**config.mk**
```make
export PLATFORM = sky130hd
export DESIGN_NAME = maxnet_loader
export DESIGN_NICKNAME = d
export VERILOG_FILES = /design/src/rtl/maxnet_loader.sv
export SDC_FILE = /design/constraint.sdc
export NUM_CORES = 1
export LEC_CHECK = 0
export CAP_MARGIN = 20
export CORE_UTILIZATION = 40
export DETAILED_ROUTE_END_ITERATION = 12
export PLACE_DENSITY = 0.78
export RECOVER_POWER = 100
export SLEW_MARGIN = 40
export SYNTH_ARGS = -nofsm -noshare
export SYNTH_HDL_FRONTEND = slang
export SYNTH_SLANG_ARGS = --single-unit
```
**constraint.sdc**
```tcl
create_clock -name clk -period 2.85 [get_ports clk]
set_clock_uncertainty 0.2 [all_clocks]
set_input_delay 0.57 -clock clk [delete_from_list [all_inputs] [get_ports clk]]
set_output_delay 0.57 -clock clk [all_outputs]
set_load 0.01 [all_outputs]
```
**src/rtl/maxnet_loader.sv**
```systemverilog
`default_nettype none
// +--------------------------------------------------------------------+
// | maxnet_loader : loads four candidates into the Maxnet word bank,   |
// | starts the controller and returns the winner or a timeout abort.   |
// | Rev 1.0                                                            |
// +--------------------------------------------------------------------+
module maxnet_loader #(
   parameter int DATA_W  = 32,
   parameter int N       = 4,
   parameter int GUARD   = 2,
   parameter int TIMEOUT = 255
) (
   input  logic                clk,
   input  logic                rst,
   input  logic [DATA_W-1:0]   in_data,
   input  logic                in_valid,
   output logic                in_ready,
   output logic [N*DATA_W-1:0] mem_data,
   output logic                start,
   input  logic                done,
   input  logic [DATA_W-1:0]   maxnumber,
   output logic [DATA_W-1:0]   res_data,
   output logic                res_err,
   output logic                res_valid,
   input  logic                res_ready,
   output logic                busy
);

   localparam int c_WCW = (N > 1) ? $clog2(N) : 1;
   localparam int c_GCW = (GUARD > 1) ? $clog2(GUARD) : 1;
   localparam int c_TCW = $clog2(TIMEOUT + 1);

   localparam logic [c_WCW-1:0] c_WLAST = c_WCW'(N - 1);
   localparam logic [c_GCW-1:0] c_GLAST = c_GCW'(GUARD - 1);
   localparam logic [c_TCW-1:0] c_TLIM  = c_TCW'(TIMEOUT);

   localparam logic [2:0] c_LOAD    = 3'd0;
   localparam logic [2:0] c_START   = 3'd1;
   localparam logic [2:0] c_GUARD_W = 3'd2;
   localparam logic [2:0] c_RUN     = 3'd3;
   localparam logic [2:0] c_RESULT  = 3'd4;

   logic [2:0]          r_state;
   logic [c_WCW-1:0]    r_wr_cnt;
   logic [c_GCW-1:0]    r_gcnt;
   logic [c_TCW-1:0]    r_tcnt;
   logic [N*DATA_W-1:0] r_mem;
   logic                r_start;
   logic [DATA_W-1:0]   r_res_data;
   logic                r_res_err;
   logic                r_res_valid;
   logic                w_accept;

   assign in_ready  = (r_state == c_LOAD);
   assign busy      = (r_state != c_LOAD);
   assign w_accept  = in_valid & in_ready;
   assign mem_data  = r_mem;
   assign start     = r_start;
   assign res_data  = r_res_data;
   assign res_err   = r_res_err;
   assign res_valid = r_res_valid;

   // The bank is only touched by load handshakes; it survives the end of a run.
   always_ff @(posedge clk or negedge rst) begin
      if (!rst) begin
         r_mem <= '0;
      end else if (w_accept) begin
         for (int i = 0; i < N; i++) begin
            if (r_wr_cnt == c_WCW'(i)) r_mem[i*DATA_W +: DATA_W] <= in_data;
         end
      end
   end

   always_ff @(posedge clk or negedge rst) begin
      if (!rst) begin
         r_state     <= c_LOAD;
         r_wr_cnt    <= '0;
         r_gcnt      <= '0;
         r_tcnt      <= '0;
         r_start     <= 1'b0;
         r_res_data  <= '0;
         r_res_err   <= 1'b0;
         r_res_valid <= 1'b0;
      end else begin
         r_start <= 1'b0;
         case (r_state)
            c_LOAD: begin
               if (w_accept) begin
                  if (r_wr_cnt == c_WLAST) begin
                     r_wr_cnt <= '0;
                     r_start  <= 1'b1;
                     r_state  <= c_START;
                  end else begin
                     r_wr_cnt <= r_wr_cnt + 1'b1;
                  end
               end
            end
            c_START: begin
               r_gcnt  <= '0;
               r_state <= c_GUARD_W;
            end
            // done is combinational on stale datapath registers right after start
            c_GUARD_W: begin
               if (r_gcnt == c_GLAST) begin
                  r_tcnt  <= '0;
                  r_state <= c_RUN;
               end else begin
                  r_gcnt <= r_gcnt + 1'b1;
               end
            end
            c_RUN: begin
               if (done) begin
                  r_res_data  <= maxnumber;
                  r_res_err   <= 1'b0;
                  r_res_valid <= 1'b1;
                  r_state     <= c_RESULT;
               end else if (r_tcnt == c_TLIM) begin
                  r_res_data  <= '0;
                  r_res_err   <= 1'b1;
                  r_res_valid <= 1'b1;
                  r_state     <= c_RESULT;
               end else begin
                  r_tcnt <= r_tcnt + 1'b1;
               end
            end
            c_RESULT: begin
               if (r_res_valid && res_ready) begin
                  r_res_valid <= 1'b0;
                  r_res_err   <= 1'b0;
                  r_state     <= c_LOAD;
               end
            end
            default: r_state <= c_LOAD;
         endcase
      end
   end

endmodule
`default_nettype wire

```
==> run_results.csv <==
group,metric,value,unit
floorplanning,rows,49,
cts,numCtsBuffers,17,
final_layout,layout_common_cells,"dfrtp_1, dlygate4sd3_1, mux2_1",
cts,cts.clk_slew.worst_paths,0.06,ns
synthesis,synthesis.nets,519,
setup_path,crit_cells,2,
final_layout,final_cell_area,10000,sq um
setup_path,reg2reg_depth,6,
synthesis,post-synth-top-area-cell,"dfrtp_1",
final_layout,final_common_cell,"dfrtp_1",
job,maxCapViolCount,0,
sta,max_freq,368,MHz
setup_path,r2r_end,"mem_data[115]",
drt,drtPass1Iterations,4,
sta,worst_pin_slew,1.39,ns
cts,clk_latency,0.42,ns
synthesis,yosys.area.top_type_share,60.5,%
setup_path,crit_buf_inv,1,
synthesis,yosysUniqueCellTypes,34,
sta,final-max-slew-violation-count,0,
synthesis,muxShareOfSynthArea,25.8,%
hold_path,hold_depth,1,
floorplanning,io_pins,234,
final_layout,diodes,0,
drt,remaining_drc_errors,0,
synthesis,synth_compound_area_share,5.81,%
grt,grt_pass1_wl,26300,microns
drt,antenna_left,0,
final_layout,fill_cells,1489,
placement,port_buffers,233,
synthesis,synthAdderAreaFrac,0.855,%
drt,wirelength,16600,microns
sta,max_slew_margin,7.45,%
final_layout,nNetsFinal,764,
sta,rsz0062_at_grt,"no",
setup_path,crit_arrival,1.95,ns
grt,grt_pass1_vias,4744,
floorplanning,initial_core_util,40.7,%
synthesis,synth-seq-cells,177,
sta,hold_violations,0,
setup_path,cp_top_family,"buffers and inverters",
grt,grt_util_all_layers,18.7,%
final_layout,multi_input_area,2300,sq um
synthesis,synth_area_leaders,"dfrtp_1, mux2_4, a22o_1, buf_6, mux2_2",
cts,cts.sinks,177,
setup_path,setup.worst_path.class,"flop to output pin",
sta,min_period_over_period,95.4,%
hold_path,hold_class,"flop to flop",
cts,cts_tree,"yes",
final_layout,final-seq-area,4430,sq um
floorplanning,dieArea,18800,sq um
drt,via_count,4551,
setup_path,cp_slowest_stage_delay,0.61,ns
floorplanning,core_area,18000,sq um
grt,grt_max_degree,57,
sta,setup_viol,0,
synthesis,synthesis.area,7320,sq um
synthesis,netlist_instances,445,
drt,drt_first_iter_violations,179,
setup_path,cp-startpoint,"r_state[2]",
cts,root_buffer,"clkbuf_16",
power,total_power,10.7,mW
setup_path,worstPathMaxFanout,10,
synthesis,syn-mean-instance-area,16.4,sq um
sta,setup_tns,0,ns
setup_path,worst_setup_path_end_kind,"output pin",
setup_path,path_cells,"or3_4 > dlygate4sd3_1",
outcome,status,"complete, no violations",
synthesis,synth_top_family_by_area,"multiplexers",
final_layout,final_cells,932,
setup_path,r2r_start,"r_state[2]",
floorplanning,die_w,137,microns
power,power_density,1070,nW/um^2
placement,placed_cell_area,9860,sq um
power,peakVddDrop,480,uV
synthesis,synth-simple-area-share,3.76,%
placement,dp_cells,899,
floorplanning,die-height,137,microns
sta,period_needed,2.72,ns
grt,grt.overflow.total,0,
placement,place.gp.congestion,0.777,
setup_path,start_kind,"flop",
cts,cts_setup_buffers,0,
setup_path,crit_end,"busy",
final_layout,syn2layout_area_growth,36.9,%
setup_path,critical_path.slowest_cell,"dlygate4sd3_1",
placement,hpwl,12000,microns
power,p_leak,4.70,nW
final_layout,drive_above_1_share,11.8,%
drt,wire_per_inst,17.8,microns
cts,clock_path_buffers,2,
synthesis,yosys_warnings,0,
synthesis,synth-xor-area-share,0.239,%
drt,viasPerCell,4.88,
cts,h-tree-depth,4,
setup_path,rrSetupSlack,0.17,ns
synthesis,seq_area_frac_synth,60.5,%
grt,antenna_found_initial,0,
setup_path,required,2.08,ns
==> cell families (layout without fill, tap and decap cells) <==
logic type      after synthesis  after routing
flops                       177            177
mux                         128            128
compound gates               57             57
simple gates                 47             47
buf+inv                      29            287
fa+ha+maj                     5              5
xor+xnor                      2              2
==> through the flow <==
step	hold slack, ns	utilization, %	setup slack (ns)
final	0.283	55.8	0.132
after global routing	0.293	55.8	0.0294
after CTS	0.305	58.0	0.0867
after floorplan	0.0744	-	0.745
after global placement	0.283	54.9	0.343
after detailed placement	0.282	54.9	0.315
==> power breakdown <==
| group | leakage (nW) | total, mW | internal, mW | switching [mW] |
|---|---|---|---|---|
| Sequential | 2.19 | 4.33 | 3.66 | 0.674 |
| Clock | 0.256 | 2.13 | 1.17 | 0.960 |
| Combinational | 2.25 | 4.23 | 2.44 | 1.79 |
==> worst register-to-register path, delay by kind of cell (launching register included) <==
kind / cells / cell delay, ns
flops: 1 / 0.48
mux: 1 / 0.38
buf+inv: 2 / 0.42
simple gates: 3 / 1.09
==> timing repair <==
action                                 CTS  global route
gates resized for setup                  0             0
endpoints found under the hold margin   52             0
hold buffers                             1             0
==> per-layer routing <==
metal  track usage (%)  wire length [microns]  share of wire, %  vias to the layer above
li1                  -                      -                 -                     2099
met1              23.9                   7180                43                     2247
met2              29.9                   7970                48                      191
met3              6.36                   1250               7.6                       14
met4              5.92                    187               1.1                        0
met5                 0                      0                 0                        -
==> synth_stat cells (all sizes together) <==
cell type  number
a21oi           2
a22o           32
a31oi           1
and2            2
and3            1
and3b           1
and4b           1
buf            18
clkbuf          4
dfrtp         177
ha              5
inv             7
mux2          128
nand2          16
nand2b          1
nand3           5
nand3b          2
nand4           3
nand4b          1
nor2            7
nor2b           2
nor3            2
o211ai          2
o21ai          15
o31ai           4
o32ai           1
or2             1
or3             1
or4             1
xor2            2
==> sequential cells by signal, indices dropped and copies added (netlist names) <==
name       cells
r_tcnt         8
start          1
r_gcnt         1
r_wr_cnt       2
res_valid      1
r_state        3
res_data      32
res_err        1
mem_data     128
==> cell type report <==
type / instances / share of cell area [%]
Sequential cell: 177 / 44.2
Timing Repair Buffer: 248 / 24.3
Multi-Input combinational cell: 239 / 23.0
Clock inverter: 11 / 0.799
Tap cell: 229 / 2.86
Inverter: 7 / 0.262
Clock buffer: 21 / 4.60
==> how the worst min path moves through the flow <==
stage / from / to / slack, ns
after CTS: res_data[12] / res_data[12] / 0.30
after floorplan: rst / mem_data[0] / 0.07
final: mem_data[60] / mem_data[60] / 0.28
after global routing: mem_data[18] / mem_data[18] / 0.29
after global placement: res_data[12] / res_data[12] / 0.28
after detailed placement: res_data[22] / res_data[22] / 0.28
No activity file was read; power rests on OpenSTA's default activity.
